$ cat src/rtl/paddle_ctrl.sv
// paddle_ctrl: conditions the six raw player buttons (2-flop synchronizer,
// debouncer, serve-button rising-edge pulse) and moves both paddles on a
// rate-divided tick, clamped to the playfield. GAME_OVER recentres and
// freezes both paddles.
// Optional build macro: PADDLE_ACCEL_EN adds hold-to-accelerate: after
// ACCEL_TICKS consecutive single-direction ticks the step becomes 2.
module paddle_ctrl #(
    parameter int SCR_H        = 20,
    parameter int PADDLE_H     = 6,
    parameter int DEBOUNCE_CYC = 750000,
    parameter int MOVE_DIV     = 3750000
`ifdef PADDLE_ACCEL_EN
    ,
    parameter int ACCEL_TICKS  = 8
`endif
) (
    input  logic        CLK,
    input  logic        RST,
    input  logic        A_UP_RAW,
    input  logic        A_DOWN_RAW,
    input  logic        BTN_A_RAW,
    input  logic        B_UP_RAW,
    input  logic        B_DOWN_RAW,
    input  logic        BTN_B_RAW,
    input  logic        GAME_OVER,
    output logic        A_UP,
    output logic        A_DOWN,
    output logic        B_UP,
    output logic        B_DOWN,
    output logic        BUTTON_A,
    output logic        BUTTON_B,
    output logic [10:0] L_PADDLE_POSITION,
    output logic [10:0] R_PADDLE_POSITION
);

    localparam int DB_W  = $clog2(DEBOUNCE_CYC);
    localparam int DIV_W = $clog2(MOVE_DIV);
    localparam logic [DB_W-1:0]  DB_LAST  = DB_W'(DEBOUNCE_CYC - 1);
    localparam logic [DIV_W-1:0] DIV_LAST = DIV_W'(MOVE_DIV - 1);
    localparam logic [10:0]      CENTER   = 11'((SCR_H - PADDLE_H) / 2);
    localparam logic [10:0]      MAXPOS   = 11'(SCR_H - PADDLE_H);

    // Bit positions shared by every per-button vector below.
    localparam int I_A_UP = 0;
    localparam int I_A_DN = 1;
    localparam int I_A_SV = 2;
    localparam int I_B_UP = 3;
    localparam int I_B_DN = 4;
    localparam int I_B_SV = 5;

    logic [5:0]           raw_in;
    logic [5:0]           sync1_q, sync1_d;
    logic [5:0]           sync2_q, sync2_d;
    logic [5:0]           db_q, db_d;
    logic [5:0][DB_W-1:0] db_cnt_q, db_cnt_d;
    logic [1:0]           serve_prev_q, serve_prev_d;
    logic [1:0]           serve_pulse_q, serve_pulse_d;
    logic [DIV_W-1:0]     div_q, div_d;
    logic                 tick;
    logic [1:0][10:0]     pos_q, pos_d;
    logic [1:0]           up_v, dn_v;
    logic [1:0][10:0]     step_v;

    assign raw_in = {BTN_B_RAW, B_DOWN_RAW, B_UP_RAW, BTN_A_RAW, A_DOWN_RAW, A_UP_RAW};

    // Index 0 is the left paddle (player A), index 1 the right (player B).
    assign up_v = {db_q[I_B_UP], db_q[I_A_UP]};
    assign dn_v = {db_q[I_B_DN], db_q[I_A_DN]};

    // Two-flop synchronizer chain for the asynchronous board buttons.
    always_comb begin
        sync1_d = raw_in;
        sync2_d = sync1_q;
    end

    // Debouncer: the level follows the synchronized input only after it has
    // disagreed for DEBOUNCE_CYC consecutive cycles; any agreement restarts.
    always_comb begin
        // NOTE: every signal gets a default first so no path leaves it unassigned (no latch).
        db_d     = db_q;
        db_cnt_d = db_cnt_q;
        for (int i = 0; i < 6; i++) begin
            if (sync2_q[i] == db_q[i]) begin
                db_cnt_d[i] = '0;
            end else if (db_cnt_q[i] == DB_LAST) begin
                db_d[i]     = sync2_q[i];
                db_cnt_d[i] = '0;
            end else begin
                db_cnt_d[i] = db_cnt_q[i] + DB_W'(1);
            end
        end
    end

    // Serve pulse: one cycle high on the cycle after a debounced 0->1 edge.
    always_comb begin
        serve_prev_d  = {db_q[I_B_SV], db_q[I_A_SV]};
        serve_pulse_d = serve_prev_d & ~serve_prev_q;
    end

    // Free-running movement tick divider, 0..MOVE_DIV-1.
    assign tick = (div_q == DIV_LAST);
    always_comb begin
        div_d = tick ? '0 : div_q + DIV_W'(1);
    end

`ifdef PADDLE_ACCEL_EN
    localparam int ACC_W = $clog2(ACCEL_TICKS + 1);
    localparam logic [ACC_W-1:0] ACC_MAX = ACC_W'(ACCEL_TICKS);

    logic [1:0][ACC_W-1:0] held_q, held_d;
    logic [1:0]            dir_q, dir_d;   // 1 = last held direction was down

    // Held-tick counters: saturate at ACCEL_TICKS, restart on release or reversal.
    always_comb begin
        held_d = held_q;
        dir_d  = dir_q;
        for (int p = 0; p < 2; p++) begin
            step_v[p] = 11'd1;
            if (GAME_OVER) begin
                held_d[p] = '0;
            end else if (tick) begin
                if (up_v[p] == dn_v[p]) begin
                    held_d[p] = '0;
                end else begin
                    if (held_q[p] != '0 && dir_q[p] != dn_v[p]) begin
                        held_d[p] = '0;
                    end else if (held_q[p] == ACC_MAX) begin
                        step_v[p] = 11'd2;
                    end else begin
                        held_d[p] = held_q[p] + ACC_W'(1);
                    end
                    dir_d[p] = dn_v[p];
                end
            end
        end
    end

    // Accelerator state registers.
    always_ff @(posedge CLK or posedge RST) begin
        if (RST) begin
            held_q <= '0;
            dir_q  <= '0;
        end else begin
            held_q <= held_d;
            dir_q  <= dir_d;
        end
    end
`else
    assign step_v = {11'd1, 11'd1};
`endif

    // Paddle movement on tick; clamp is checked before the update so the
    // 11-bit position never wraps. GAME_OVER overrides with recentring.
    always_comb begin
        pos_d = pos_q;
        for (int p = 0; p < 2; p++) begin
            if (GAME_OVER) begin
                pos_d[p] = CENTER;
            end else if (tick) begin
                if (up_v[p] && !dn_v[p]) begin
                    pos_d[p] = (pos_q[p] > step_v[p]) ? pos_q[p] - step_v[p] : 11'd1;
                end else if (dn_v[p] && !up_v[p]) begin
                    pos_d[p] = (pos_q[p] + step_v[p] <= MAXPOS) ? pos_q[p] + step_v[p] : MAXPOS;
                end
            end
        end
    end

    // Main state registers; positions reset to the centre row.
    always_ff @(posedge CLK or posedge RST) begin
        // NOTE: sequential state uses non-blocking assignments so all flops update together.
        if (RST) begin
            sync1_q       <= '0;
            sync2_q       <= '0;
            db_q          <= '0;
            db_cnt_q      <= '0;
            serve_prev_q  <= '0;
            serve_pulse_q <= '0;
            div_q         <= '0;
            pos_q         <= {CENTER, CENTER};
        end else begin
            sync1_q       <= sync1_d;
            sync2_q       <= sync2_d;
            db_q          <= db_d;
            db_cnt_q      <= db_cnt_d;
            serve_prev_q  <= serve_prev_d;
            serve_pulse_q <= serve_pulse_d;
            div_q         <= div_d;
            pos_q         <= pos_d;
        end
    end

    assign A_UP              = db_q[I_A_UP];
    assign A_DOWN            = db_q[I_A_DN];
    assign B_UP              = db_q[I_B_UP];
    assign B_DOWN            = db_q[I_B_DN];
    assign BUTTON_A          = serve_pulse_q[0];
    assign BUTTON_B          = serve_pulse_q[1];
    assign L_PADDLE_POSITION = pos_q[0];
    assign R_PADDLE_POSITION = pos_q[1];

endmodule

$ cat config.mk
export PLATFORM = sky130hd
export DESIGN_NAME = paddle_ctrl
export DESIGN_NICKNAME = d
export VERILOG_FILES = /design/src/rtl/paddle_ctrl.sv
export SDC_FILE = /design/constraint.sdc
export NUM_CORES = 1
export LEC_CHECK = 0
export CAP_MARGIN = 10
export CORE_ASPECT_RATIO = 0.7
export CORE_MARGIN = 5
export CORE_UTILIZATION = 30
export CTS_BUF_LIST = sky130_fd_sc_hd__clkbuf_8 sky130_fd_sc_hd__clkbuf_16
export CTS_CLUSTER_DIAMETER = 30
export DETAILED_ROUTE_END_ITERATION = 10
export HOLD_SLACK_MARGIN = 0.08
export MAX_ROUTING_LAYER = met4
export SETUP_SLACK_MARGIN = 0.1
export SLEW_MARGIN = 25
export SYNTH_ARGS = -nofsm -noshare
export SYNTH_HDL_FRONTEND = slang
export SYNTH_SLANG_ARGS = --single-unit
$ cat constraint.sdc
create_clock -name CLK -period 13.7 [get_ports CLK]
set_input_delay 3.425 -clock CLK [delete_from_list [all_inputs] [get_ports CLK]]
set_output_delay 3.425 -clock CLK [all_outputs]
set_load 0.03 [all_outputs]
==> impl_metrics.prom <==
# TYPE chip_impl_metric gauge
chip_impl_info{name="status",value="completed"} 1
chip_impl_metric{name="worst_r2r_path_depth",unit=""} 7
chip_impl_metric{name="power_density",unit="nW/µm²"} 99.8
chip_impl_metric{name="area_delta_synth_final",unit="%"} 14.6
chip_impl_metric{name="cts-htree-levels",unit=""} 4
chip_impl_metric{name="report.final.setup_viol",unit=""} 0
chip_impl_metric{name="insertion_delay",unit="ns"} 0.44
chip_impl_metric{name="finalCoreUtilization",unit="%"} 35.0
chip_impl_metric{name="post_route_cells_drive_above_1_share",unit="%"} 6.12
chip_impl_info{name="crit_path_end_kind",value="primary output"} 1
chip_impl_metric{name="finalNetCount",unit=""} 1057
chip_impl_info{name="critical_setup_path_kind",value="register to primary output"} 1
chip_impl_metric{name="timing.max_cap.violations",unit=""} 0
chip_impl_metric{name="ys_seq_area_share",unit="%"} 48.7
chip_impl_metric{name="report.final.slew_viol_count",unit=""} 0
chip_impl_metric{name="place_area",unit="µm²"} 10300
chip_impl_metric{name="netlist_area",unit="µm²"} 9570
chip_impl_metric{name="postCtsSetupRepairBufs",unit=""} 0
chip_impl_info{name="timing.critical_path.from",value="L_PADDLE_POSITION[2]$_DFFE_PP1P_"} 1
chip_impl_metric{name="io_pins",unit=""} 37
chip_impl_metric{name="gpl.final_weighted_congestion",unit=""} 0.809
chip_impl_metric{name="num_rows",unit=""} 54
chip_impl_info{name="layout_commonest_cell",value="dfrtp_1"} 1
chip_impl_metric{name="die_area",unit="µm²"} 35600
chip_impl_metric{name="arrival",unit="ns"} 1.91
chip_impl_metric{name="power",unit="mW"} 1.09
chip_impl_info{name="cpLargestDelayFamily",value="buffers and inverters"} 1
chip_impl_metric{name="max-vdd-ir-drop",unit="µV"} 61.3
chip_impl_metric{name="grt_pass1_wl",unit="µm"} 33700
chip_impl_metric{name="grt_total_ovfl",unit=""} 0
chip_impl_metric{name="synth.yosys.warnings",unit=""} 0
chip_impl_metric{name="drt-wirelength-per-cell",unit="µm"} 13.3
chip_impl_metric{name="io_buffer_count",unit=""} 36
chip_impl_metric{name="critical_path.max_stage_delay",unit="ns"} 0.74
chip_impl_metric{name="final_cell_count_no_fill",unit=""} 1466
chip_impl_info{name="clock-root-buffer",value="clkbuf_16"} 1
chip_impl_metric{name="p_sw_share",unit="%"} 21.9
chip_impl_metric{name="ys_ff_latch",unit=""} 186
chip_impl_info{name="worst_r2r_startpoint",value="div_q[0]$_DFF_PP0_"} 1
chip_impl_metric{name="synth_fp_nets",unit=""} 1027
chip_impl_metric{name="critPathMaxFanout",unit=""} 16
chip_impl_metric{name="postSynth.asyncResetShare",unit="%"} 100
chip_impl_metric{name="intPower",unit="mW"} 0.855
chip_impl_metric{name="ctsLongestPathBuffers",unit=""} 2
chip_impl_metric{name="drcViolationCount",unit=""} 0
chip_impl_metric{name="cp_num_buf_inv",unit=""} 1
chip_impl_metric{name="required",unit="ns"} 10.27
chip_impl_info{name="critPathSlowestCell",value="clkdlybuf4s50_1"} 1
chip_impl_metric{name="worst-r2r-setup-slack",unit="ns"} 11.12
chip_impl_metric{name="pwr-share-comb",unit="%"} 2.6
chip_impl_info{name="setup_repair_after_global_routing_missed_its_margin",value="false"} 1
chip_impl_metric{name="post_synth.cell_area_avg",unit="µm²"} 9.54
chip_impl_metric{name="synth_cells",unit=""} 1003
chip_impl_metric{name="drt_iter0_markers",unit=""} 538
chip_impl_metric{name="effective_utilization_at_floorplan",unit="%"} 30.6
chip_impl_info{name="worstHoldStart",value="sync1_q[0]$_DFF_PP0_"} 1
chip_impl_metric{name="switchingPower",unit="mW"} 0.239
chip_impl_metric{name="hold_ws",unit="ns"} 0.349
chip_impl_metric{name="worst_slack",unit="ns"} 8.37
chip_impl_info{name="layout_common_cells",value="dfrtp_1, nor2_1, nand2_1, xor2_1, xnor2_1"} 1
chip_impl_metric{name="grt_start_max_net_pins",unit=""} 110
chip_impl_metric{name="hold_violations",unit=""} 0
chip_impl_metric{name="seqPwrFrac",unit="%"} 51.2
chip_impl_metric{name="share_clk_of_total_power",unit="%"} 46.2
chip_impl_metric{name="final_min_period_over_clock_period",unit="%"} 38.9
chip_impl_metric{name="max_freq",unit="GHz"} 0.188
chip_impl_info{name="cts_tree",value="built"} 1
chip_impl_metric{name="max_slew.worst_pin.slew",unit="ns"} 0.766
chip_impl_metric{name="skew",unit="ns"} 0.00801
chip_impl_metric{name="post_cts_resize_count",unit=""} 0
chip_impl_metric{name="die_h",unit="µm"} 159
chip_impl_info{name="worstPathCellList",value="clkdlybuf4s50_1"} 1
chip_impl_metric{name="dp_hpwl",unit="µm"} 13500
chip_impl_info{name="worstHoldEndpoint",value="sync2_q[0]$_DFF_PP0_"} 1
chip_impl_metric{name="routed_wirelength",unit="µm"} 19500
chip_impl_metric{name="numPlacedInstances",unit=""} 1434
chip_impl_metric{name="leakage_component_of_the_power",unit="nW"} 4.58
chip_impl_metric{name="fin_tns_setup",unit="ns"} 0
chip_impl_metric{name="clock_sinks",unit=""} 186
chip_impl_metric{name="finish.instance_area",unit="µm²"} 11000
chip_impl_metric{name="die_w",unit="µm"} 223
chip_impl_metric{name="core_area",unit="µm²"} 31300
chip_impl_info{name="ys.flop_type",value="dfrtp_1"} 1
chip_impl_metric{name="final.min_clock_period",unit="ns"} 5.33
chip_impl_metric{name="yosysUniqueCellTypes",unit=""} 65
chip_impl_metric{name="synth_enable_flop_cells",unit=""} 0
chip_impl_metric{name="firstDrtPassIters",unit=""} 5
chip_impl_info{name="hold_wc_path_type",value="register to register"} 1
chip_impl_metric{name="first_global_vias",unit=""} 6692
chip_impl_metric{name="antennaDiodeCount",unit=""} 0
chip_impl_metric{name="detailroute.via_count",unit=""} 7068
chip_impl_metric{name="timing.hold.worst_path_depth",unit=""} 0
chip_impl_metric{name="post_drt_via_cell_ratio",unit=""} 4.82
chip_impl_info{name="timing.critical_path.from_type",value="register"} 1
chip_impl_metric{name="cts_made_buffers",unit=""} 17
chip_impl_metric{name="all_layer_gr_usage",unit="%"} 11.6
chip_impl_info{name="critical_path.reg2reg.endpoint",value="R_PADDLE_POSITION[1]$_DFFE_PP1P_"} 1
chip_impl_metric{name="grt_antenna_before_repair",unit=""} 0
chip_impl_metric{name="hold_buffers",unit=""} 0
chip_impl_metric{name="pre_cts_ws",unit="ns"} 8.06
chip_impl_metric{name="worst_setup_hold_path_clk_slew",unit="ns"} 0.07
chip_impl_metric{name="final_antenna_net_count",unit=""} 0
chip_impl_metric{name="slew_headroom",unit="%"} 48.9
==> synthesized netlist by cell type (all sizes together), types with 3 or more instances <==
library cell  number  area, µm²
nor2b             11       68.8
nor4bb             3       30.0
nand2             81        307
a211oi             4       30.0
dfstp              6        158
or3               10       67.6
a31oi              8       50.1
ha                15        188
a21oi             17       85.1
buf               10       63.8
and4              17        151
nor3              32        170
mux2               6       67.6
nor4              24        193
or2                5       31.3
xor2              80        701
nand4             36        225
o21ai             26        130
clkbuf            16       60.1
nand2b            10       62.6
dfrtp            180       4500
or4                4       30.0
nand3             58        295
xnor2             58        508
and2               5       31.3
nor2             176        661
and3              25        156
a21o               5       37.5
nor4b              3       32.5
o31ai              6       45.0
a41oi              3       26.3
inv               30        113
nor3b              5       42.5
==> state kept, by name, indices dropped and copies added (netlist names), 6 cells and up <==
name	count
db_cnt_q	120
R_PADDLE_POSITION	11
db_q	6
sync2_q	6
sync1_q	6
L_PADDLE_POSITION	11
div_q	22
==> power groups by stage <==
| stage | registers (mW) | logic, mW | clock network (mW) |
|---|---|---|---|
| 2_1_floorplan | 0.570 | 0.0212 | 0 |
| 3_3_place_gp | 0.571 | 0.0299 | 0 |
| 3_5_place_dp | 0.571 | 0.0299 | 0 |
| 4_1_cts | 0.560 | 0.0300 | 0.524 |
| 5_1_grt | 0.561 | 0.0344 | 0.549 |
| 6_report | 0.561 | 0.0285 | 0.505 |
==> kinds of logic after synthesis <==
kind of cell             after synthesis  synth area share [%]
AND/OR/NAND/NOR                      513                  27.4
flip-flops                           186                  48.7
XOR/XNOR                             138                  12.6
AO/OA/AOI/OAI                         87                  5.87
buffers and inverters                 56                  2.47
adder cells (fa/ha/maj)               15                  1.96
multiplexers                           8                 0.915
==> worst max-delay path by stage <==
stage | slack, ns | cells past startpoint | end
finish | 8.37 | 1 | L_PADDLE_POSITION[2]
global route | 8.32 | 1 | L_PADDLE_POSITION[2]
CTS | 8.33 | 1 | L_PADDLE_POSITION[2]
detailed placement | 8.06 | 3 | db_cnt_q[12]$_DFF_PP0_
global placement | 8.06 | 3 | db_cnt_q[13]$_DFF_PP0_
floorplan | 5.23 | 1 | L_PADDLE_POSITION[10]$_DFFE_PP0P_
==> per-layer routing <==
| layer | vias to the layer above | track usage [%] | wire, µm |
|---|---|---|---|
| met1 | 3400 | 17.2 | 10600 |
| li1 | 3540 | - | - |
| met3 | 21 | 2.91 | 789 |
| met5 | - | - | 0 |
| met4 | 0 | 3.53 | 283 |
| met2 | 107 | 15.4 | 7860 |
==> final cells by class <==
type | instances | area, µm²
Fill cell | 3145 | 20300
Multi-Input combinational cell | 761 | 4670
Sequential cell | 186 | 4660
Tap cell | 420 | 526
Clock buffer | 18 | 439
Timing Repair Buffer | 37 | 372
Clock inverter | 14 | 170
Inverter | 30 | 120
(Power assumes the default switching activity.)
